## config.mk

```make
export PLATFORM = sky130hd
export DESIGN_NAME = sprite_row_reader_flat
export DESIGN_NICKNAME = d
export VERILOG_FILES = /design/src/rtl/sprite_row_reader_pkg.sv /design/src/rtl/sprite_row_reader_if.sv /design/src/rtl/sprite_row_reader.sv /design/src/flat_wrapper.sv
export SDC_FILE = /design/constraint.sdc
export NUM_CORES = 1
export LEC_CHECK = 0
export ABC_CLOCK_PERIOD_IN_PS = 1700
export BUFFER_PORTS_ARGS = -buffer_cell sky130_fd_sc_hd__buf_2
export CELL_PAD_IN_SITES_DETAIL_PLACEMENT = 0
export CELL_PAD_IN_SITES_GLOBAL_PLACEMENT = 2
export CORE_MARGIN = 8
export CORE_UTILIZATION = 32
export DETAILED_ROUTE_END_ITERATION = 16
export PLACE_DENSITY = 0.79
export SLEW_MARGIN = 15
export SYNTH_ARGS = -nofsm -noshare
export SYNTH_HDL_FRONTEND = slang
export SYNTH_SLANG_ARGS = --single-unit
```

## constraint.sdc

```tcl
create_clock -name clk -period 1.7 [get_ports clk]
set_input_delay 0 -clock clk [delete_from_list [all_inputs] [get_ports clk]]
set_output_delay 0 -clock clk [all_outputs]
set_load 0.005 [all_outputs]
```

## src/rtl/sprite_row_reader_pkg.sv

```systemverilog
// Shared sprite storage geometry, types and address helper.
// The cache writer, this reader and the renderer all use it.
package sprite_pkg;

    localparam int SPRITE_COUNT     = 8;
    localparam int SPRITE_DIM       = 32;
    localparam int BPP              = 4;
    localparam int BYTES_PER_ROW    = SPRITE_DIM * BPP / 8;
    localparam int BYTES_PER_SPRITE = BYTES_PER_ROW * SPRITE_DIM;
    localparam int ADDR_W           = $clog2(SPRITE_COUNT * BYTES_PER_SPRITE);

    typedef logic [2:0]                         sprite_id_t;
    typedef logic [BPP-1:0]                     pixel_t;
    typedef logic [ADDR_W-1:0]                  sprite_addr_t;
    typedef logic [$clog2(SPRITE_DIM)-1:0]      row_t;
    typedef logic [$clog2(SPRITE_DIM)-1:0]      col_t;
    typedef logic [$clog2(BYTES_PER_ROW)-1:0]   byte_idx_t;

    typedef enum logic [2:0] {
        IDLE,
        READ,
        WAIT,
        EMIT_LO,
        EMIT_HI
    } reader_state_t;

    // Each byte holds two pixels: even column in [3:0], odd column in [7:4].
    function automatic sprite_addr_t sprite_byte_addr(sprite_id_t id, row_t row, byte_idx_t byte_idx);
        return sprite_addr_t'(id) * sprite_addr_t'(BYTES_PER_SPRITE)
             + sprite_addr_t'(row) * sprite_addr_t'(BYTES_PER_ROW)
             + sprite_addr_t'(byte_idx);
    endfunction

endpackage

```

## src/rtl/sprite_row_reader_if.sv

```systemverilog
// Request, RAM and pixel-stream signals of the sprite row reader.
interface sprite_row_reader_if;

    // valid/ready: a transfer happens on a rising clk edge where both are high;
    // the sender holds valid and its payload unchanged until that edge.
    logic                       req_valid;
    logic                       req_ready;
    sprite_pkg::sprite_id_t     req_sprite_id;
    sprite_pkg::row_t           req_row;

    logic                       mem_rd_en;
    sprite_pkg::sprite_addr_t   mem_addr;
    logic [7:0]                 mem_rd_data;

    logic                       pix_valid;
    logic                       pix_ready;
    sprite_pkg::pixel_t         pix_data;
    sprite_pkg::col_t           pix_col;
    logic                       pix_last;

    logic                       busy;
    sprite_pkg::reader_state_t  dbg_state;

    modport slave (
        input  req_valid, req_sprite_id, req_row, mem_rd_data, pix_ready,
        output req_ready, mem_rd_en, mem_addr, pix_valid, pix_data, pix_col,
               pix_last, busy, dbg_state
    );

    modport master (
        output req_valid, req_sprite_id, req_row, mem_rd_data, pix_ready,
        input  req_ready, mem_rd_en, mem_addr, pix_valid, pix_data, pix_col,
               pix_last, busy, dbg_state
    );

endinterface

```

## src/rtl/sprite_row_reader.sv

```systemverilog
// Fetches one row of a sprite from packed 4-bpp storage, one byte at a time,
// and streams it to the renderer as 32 pixels, low nibble first.
module sprite_row_reader #(
    parameter int SPRITE_COUNT = sprite_pkg::SPRITE_COUNT,
    parameter int BPP          = sprite_pkg::BPP
) (
    input logic                clk,
    input logic                rst_n,
    sprite_row_reader_if.slave bus
);
    import sprite_pkg::*;

    localparam logic [3:0] ID_LIMIT = 4'(SPRITE_COUNT);

    if (BPP != 4) begin : g_bpp_check
        $error("sprite_row_reader supports BPP=4 only");
    end

    reader_state_t r_state;
    sprite_id_t    r_id;
    row_t          r_row;
    byte_idx_t     r_cnt;
    logic          r_blank;
    pixel_t        r_hi_nib;

    logic          r_req_ready;
    logic          r_mem_rd_en;
    sprite_addr_t  r_mem_addr;
    logic          r_pix_valid;
    pixel_t        r_pix_data;
    col_t          r_pix_col;
    logic          r_pix_last;
    logic          r_busy;

    logic          w_id_ok;
    logic          w_last_byte;

    assign w_id_ok     = ({1'b0, bus.req_sprite_id} < ID_LIMIT);
    assign w_last_byte = (r_cnt == byte_idx_t'(BYTES_PER_ROW - 1));

    always_ff @(posedge clk or negedge rst_n) begin
        if (!rst_n) begin
            r_state     <= IDLE;
            r_id        <= '0;
            r_row       <= '0;
            r_cnt       <= '0;
            r_blank     <= 1'b0;
            r_hi_nib    <= '0;
            r_req_ready <= 1'b1;
            r_mem_rd_en <= 1'b0;
            r_mem_addr  <= '0;
            r_pix_valid <= 1'b0;
            r_pix_data  <= '0;
            r_pix_col   <= '0;
            r_pix_last  <= 1'b0;
            r_busy      <= 1'b0;
        end else begin
            case (r_state)
                IDLE: begin
                    if (bus.req_valid && r_req_ready) begin
                        r_id        <= bus.req_sprite_id;
                        r_row       <= bus.req_row;
                        r_cnt       <= '0;
                        // Out-of-range ids still walk the row, but as transparent pixels with no RAM traffic.
                        r_blank     <= !w_id_ok;
                        r_mem_rd_en <= w_id_ok;
                        r_mem_addr  <= sprite_byte_addr(bus.req_sprite_id, bus.req_row, '0);
                        r_req_ready <= 1'b0;
                        r_busy      <= 1'b1;
                        r_state     <= READ;
                    end
                end
                READ: begin
                    r_mem_rd_en <= 1'b0;
                    r_state     <= WAIT;
                end
                WAIT: begin
                    r_hi_nib    <= r_blank ? '0 : bus.mem_rd_data[7:4];
                    r_pix_data  <= r_blank ? '0 : bus.mem_rd_data[3:0];
                    r_pix_col   <= {r_cnt, 1'b0};
                    r_pix_valid <= 1'b1;
                    r_state     <= EMIT_LO;
                end
                EMIT_LO: begin
                    if (bus.pix_ready) begin
                        r_pix_data <= r_hi_nib;
                        r_pix_col  <= {r_cnt, 1'b1};
                        r_pix_last <= w_last_byte;
                        r_state    <= EMIT_HI;
                    end
                end
                EMIT_HI: begin
                    if (bus.pix_ready) begin
                        r_pix_valid <= 1'b0;
                        r_pix_last  <= 1'b0;
                        if (w_last_byte) begin
                            r_req_ready <= 1'b1;
                            r_busy      <= 1'b0;
                            r_state     <= IDLE;
                        end else begin
                            r_cnt       <= r_cnt + 1'b1;
                            r_mem_rd_en <= !r_blank;
                            r_mem_addr  <= sprite_byte_addr(r_id, r_row, r_cnt + 1'b1);
                            r_state     <= READ;
                        end
                    end
                end
                default: r_state <= IDLE;
            endcase
        end
    end

    assign bus.req_ready = r_req_ready;
    assign bus.mem_rd_en = r_mem_rd_en;
    assign bus.mem_addr  = r_mem_addr;
    assign bus.pix_valid = r_pix_valid;
    assign bus.pix_data  = r_pix_data;
    assign bus.pix_col   = r_pix_col;
    assign bus.pix_last  = r_pix_last;
    assign bus.busy      = r_busy;
    assign bus.dbg_state = r_state;

endmodule

```

## src/flat_wrapper.sv

```systemverilog
// flat-port wrapper written by rule: the top's interface ports become plain ports
module sprite_row_reader_flat import sprite_pkg::*;
#(
    parameter int SPRITE_COUNT = sprite_pkg::SPRITE_COUNT,
    parameter int BPP          = sprite_pkg::BPP
)
  (clk, rst_n, bus_req_valid, bus_req_sprite_id, bus_req_row, bus_mem_rd_data, bus_pix_ready, bus_req_ready, bus_mem_rd_en, bus_mem_addr, bus_pix_valid, bus_pix_data, bus_pix_col, bus_pix_last, bus_busy, bus_dbg_state);
  sprite_row_reader_if bus_i ();
  input logic clk;
  input logic rst_n;
  input wire logic [$bits(bus_i.req_valid)-1:0] bus_req_valid;
  input wire logic [$bits(bus_i.req_sprite_id)-1:0] bus_req_sprite_id;
  input wire logic [$bits(bus_i.req_row)-1:0] bus_req_row;
  input wire logic [$bits(bus_i.mem_rd_data)-1:0] bus_mem_rd_data;
  input wire logic [$bits(bus_i.pix_ready)-1:0] bus_pix_ready;
  output wire logic [$bits(bus_i.req_ready)-1:0] bus_req_ready;
  output wire logic [$bits(bus_i.mem_rd_en)-1:0] bus_mem_rd_en;
  output wire logic [$bits(bus_i.mem_addr)-1:0] bus_mem_addr;
  output wire logic [$bits(bus_i.pix_valid)-1:0] bus_pix_valid;
  output wire logic [$bits(bus_i.pix_data)-1:0] bus_pix_data;
  output wire logic [$bits(bus_i.pix_col)-1:0] bus_pix_col;
  output wire logic [$bits(bus_i.pix_last)-1:0] bus_pix_last;
  output wire logic [$bits(bus_i.busy)-1:0] bus_busy;
  output wire logic [$bits(bus_i.dbg_state)-1:0] bus_dbg_state;
  assign bus_i.req_valid = bus_req_valid;
  assign bus_i.req_sprite_id = bus_req_sprite_id;
  assign bus_i.req_row = bus_req_row;
  assign bus_i.mem_rd_data = bus_mem_rd_data;
  assign bus_i.pix_ready = bus_pix_ready;
  assign bus_req_ready = bus_i.req_ready;
  assign bus_mem_rd_en = bus_i.mem_rd_en;
  assign bus_mem_addr = bus_i.mem_addr;
  assign bus_pix_valid = bus_i.pix_valid;
  assign bus_pix_data = bus_i.pix_data;
  assign bus_pix_col = bus_i.pix_col;
  assign bus_pix_last = bus_i.pix_last;
  assign bus_busy = bus_i.busy;
  assign bus_dbg_state = bus_i.dbg_state;
  sprite_row_reader #(.SPRITE_COUNT(SPRITE_COUNT), .BPP(BPP)) u_core (.clk(clk), .rst_n(rst_n), .bus(bus_i));
endmodule
```

==> summary.md <==
| Metric | Value |
|---|---|
| Outcome | `complete, no violations` |
| Simple-Gate Fraction of Synth Area | `0.126` |
| Internal power | `2.34 mW` |
| Top_reg_cell synth | `dfrtp_1` |
| Total GRT Usage | `0.115` |
| Switching Power | `1.22 mW` |
| Setup WS pre-CTS | `179 ps` |
| Detailed-route via count | `1579` |
| WL final | `4.69 mm` |
| Avg Inst Size Synth | `10.9 um2` |
| Worst-path clk slew | `80 ps` |
| ANT nets after route | `0` |
| Hpwl dp | `3.40 mm` |
| Critical Path Source Type | `flip-flop` |
| Critical R2R Capture | `u_core.bus.mem_addr[11]$_DFFE_PN0P_` |
| Skew-Pair Late Insertion Delay | `300 ps` |
| Met3 WL | `255 um` |
| Critical Path RT | `1910 ps` |
| Final TNS setup | `0 ps` |
| Layout area overhead | `36.9%` |
| Die ar. | `8550 um2` |
| Final setup fails | `0` |
| Synthesized cell area | `1870 um2` |
| Drt first pass iters | `6` |
| Synthesized flop and latch total | `41` |
| Final hold viol count | `0` |
| Gate power share | `0.366` |
| Gate Count Post-Synth | `171` |
| DRC errors left | `0` |
| R2r setup slk | `180 ps` |
| Yosys top cell by area | `dfrtp_1` |
| Diodes inserted | `0` |
| Number of global-route vias before repair | `1583` |
| Die Span Y | `92.5 um` |
| CTS H-Tree Depth | `2` |
| Synth Area in XOR/XNOR | `0` |
| Worst setup path start | `u_core.bus.req_ready$_DFFE_PN1P_` |
| Post-synthesis adder-cell area fraction | `0.00668` |
| Crit. End Element | `flip-flop` |
| Minimum hold slack | `60.4 ps` |
| Post-synth net total | `192` |
| EDFF count, synth | `0` |
| Layout cells sized above 1 | `0.371` |
| Crit path capture | `u_core.bus.mem_addr[11]$_DFFE_PN0P_` |
| Ys async rst share | `1.00` |
| Highest routed layer | `met4` |
| Resized cells post-CTS | `0` |
| CTS tree | `built` |
| Nets | `271` |
| Tightest Hold Check Type | `input pin to flip-flop` |
| Mux contribution to synthesized area | `0.121` |
| Worst slew pin tran | `607 ps` |
| Max FO, Critical Path | `12` |
| Num CTS Buffers | `5` |
| Seq/Total Area, Yosys | `0.549` |
| # IOs | `49` |
| Final Cycle Share | `0.895` |
| Max_cap viols | `0` |
| Die X | `92.5 um` |
| Core area | `5780 um2` |
| Fmax | `0.657 GHz` |
| Largest net degree at the start of global routing | `27` |
| Grt total ovfl | `0` |
| Clock network power share | `0.231` |
| PwrDens | `1390 nW/um2` |
| Row count | `28` |
| Post-CTS Setup Inserts | `0` |
| Sequential share of power | `0.403` |
| Syn. warnings | `0` |
| Slew Limit Fails | `0` |
| Arrival time at the worst endpoint | `1730 ps` |
| WL/cell | `14.4 um` |
| Iter 0 DRT Violations | `124` |
| Met2 wire length | `2.25 mm` |
| Root Driver | `clkbuf_8` |
| Leakage | `1.28 nW` |
| Worst setup margin | `179 ps` |
| R2R Path Start | `u_core.bus.req_ready$_DFFE_PN1P_` |
| CTS Sinks | `41` |
| Top post-synthesis cells by area | `dfrtp_1 53%, mux2_2 7.8%, a21oi_1 5.1%, mux2i_1 4.3%, nand2_1 3.8%` |
| Post-Route M1 WL | `2.12 mm` |
| Net Sw Frac | `0.343` |
| First-pass GRT wire length | `7.88 mm` |
| Final min period | `1520 ps` |
| Compound-gate portion of the synthesized area | `0.161` |
| Synth unique cells | `36` |
| Critical path class | `flip-flop to flip-flop` |
| Port Buffers | `48` |
| Total power | `3.56 mW` |
| Clock Path Buffers | `2` |
| Largest family of logic cells by synthesized area | `compound AO/OA/AOI/OAI gates` |
| Cells on worst reg2reg path | `5` |
| Top-area cell type share of the netlist area | `0.535` |
| Fill cell count | `576` |
| Slew headroom | `0.595` |
| Initial core utilization | `0.324` |
| Peak VDD IR | `0.537 mV` |
| Initial antenna violation count | `0` |
| Clk_skew | `9.14 ps` |
| Unrepaired setup endpoints after global routing | `false` |
| Gp weighted congestion | `0.725` |
| Vias/cell | `4.84` |
[state kept, by name, indices dropped and copies added, names as in the netlist]
signal and count:
u_core.bus.mem_addr 12, u_core.bus.pix_col 5, u_core.r_row 5, u_core.bus.pix_data 4
u_core.r_hi_nib 4, u_core.bus.dbg_state 3, u_core.r_id 3, u_core.bus.busy 1
u_core.bus.mem_rd_en 1, u_core.bus.pix_last 1, u_core.bus.pix_valid 1, u_core.bus.req_ready 1
[logic make-up (layout without fill, tap and decap cells)]
group / after synthesis / after routing
compound gates: 51 / 51
simple gates: 45 / 45
flops: 41 / 41
mux: 21 / 21
buf+inv: 12 / 92
fa+ha+maj: 1 / 1
[how the worst min path moves through the flow]
stage	start	to	slack (ps)	cells past startpoint
6_report	bus_req_valid	u_core.bus.req_ready$_DFFE_PN1P_	60	4
5_1_grt	bus_req_valid	u_core.bus.req_ready$_DFFE_PN1P_	50	4
4_1_cts	bus_req_valid	u_core.bus.req_ready$_DFFE_PN1P_	50	4
3_5_place_dp	rst_n	u_core.bus.pix_col[0]$_DFFE_PN0P_	40	1
3_3_place_gp	rst_n	u_core.bus.pix_col[0]$_DFFE_PN0P_	50	1
2_1_floorplan	rst_n	u_core.bus.busy$_DFFE_PN0P_	-300	0
[power by group through the flow]
stage               logic (mW)  clock network (mW)  registers (mW)
CTS                       1.32               0.852            1.44
detailed placement        1.29                   0            1.45
global route              1.45               0.900            1.48
floorplan                0.724                   0            1.45
global placement          1.28                   0            1.45
finish                    1.30               0.822            1.44
[repair_timing]
item                                    CTS  global route
endpoints found under the setup margin    0             0
hold endpoints to repair                 39             0
hold buffers                             17             0
[critical path: stages, from the launching register on]
cell and delay [ps]:
dfstp_2 580, and3b_1 220, o21a_1 190, buf_4 200, a21oi_1 90, a31oi_1 170
[synth_stat cells (3+ instances only)]
master / count
nand2_1: 19
clkbuf_1: 3
o22ai_1: 8
mux2i_1: 8
nor2b_1: 3
dfrtp_1: 40
a21oi_1: 19
nor3_1: 3
and3_1: 3
mux2_2: 13
o21ai_0: 6
nor2_1: 5
a31oi_1: 10
buf_2: 4
[layout by cell type, fill, tap and decap left out, drive strengths merged, types with 2 or more instances in the layout]
cell type / netlist / layout
inv: 2 / 2
nor2b: 3 / 3
mux2: 13 / 13
nand3: 2 / 2
buf: 7 / 65
o22ai: 8 / 8
a21oi: 20 / 20
nor2: 6 / 6
dfrtp: 40 / 40
and2: 2 / 2
nand2: 20 / 20
and3: 3 / 3
a31oi: 10 / 10
clkbuf: 3 / 6
o21ai: 7 / 7
mux2i: 8 / 8
dlygate4sd3: 0 / 17
a21boi: 2 / 2
nor3: 3 / 3
[routing by layer]
| metal | vias to the layer above | global-route usage |
|---|---|---|
| met5 | - | 0 |
| met4 | 0 | 0.0403 |
| met3 | 7 | 0.0437 |
| met2 | 35 | 0.186 |
| met1 | 764 | 0.138 |
| li1 | 773 | - |
[per-stage QoR]
step,area [um2],utilization,cells
after floorplan,1870,-,171
after global placement,2270,0.393,301
after detailed placement,2270,0.393,301
after CTS,2560,0.443,326
after global routing,2560,0.443,326
final,2560,0.443,326
[area by class of cell]
class / count / area [um2] / area share
flip-flops and latches: 41 / 1030 / 0.401
multi-input cells: 118 / 776 / 0.303
repair buffers: 82 / 538 / 0.210
well taps: 75 / 93.8 / 0.0366
clock buffers: 6 / 82.6 / 0.0322
clock inverters: 2 / 37.5 / 0.0146
inverters: 2 / 7.51 / 0.00293
Note: power is estimated with default switching activity, not from simulation.
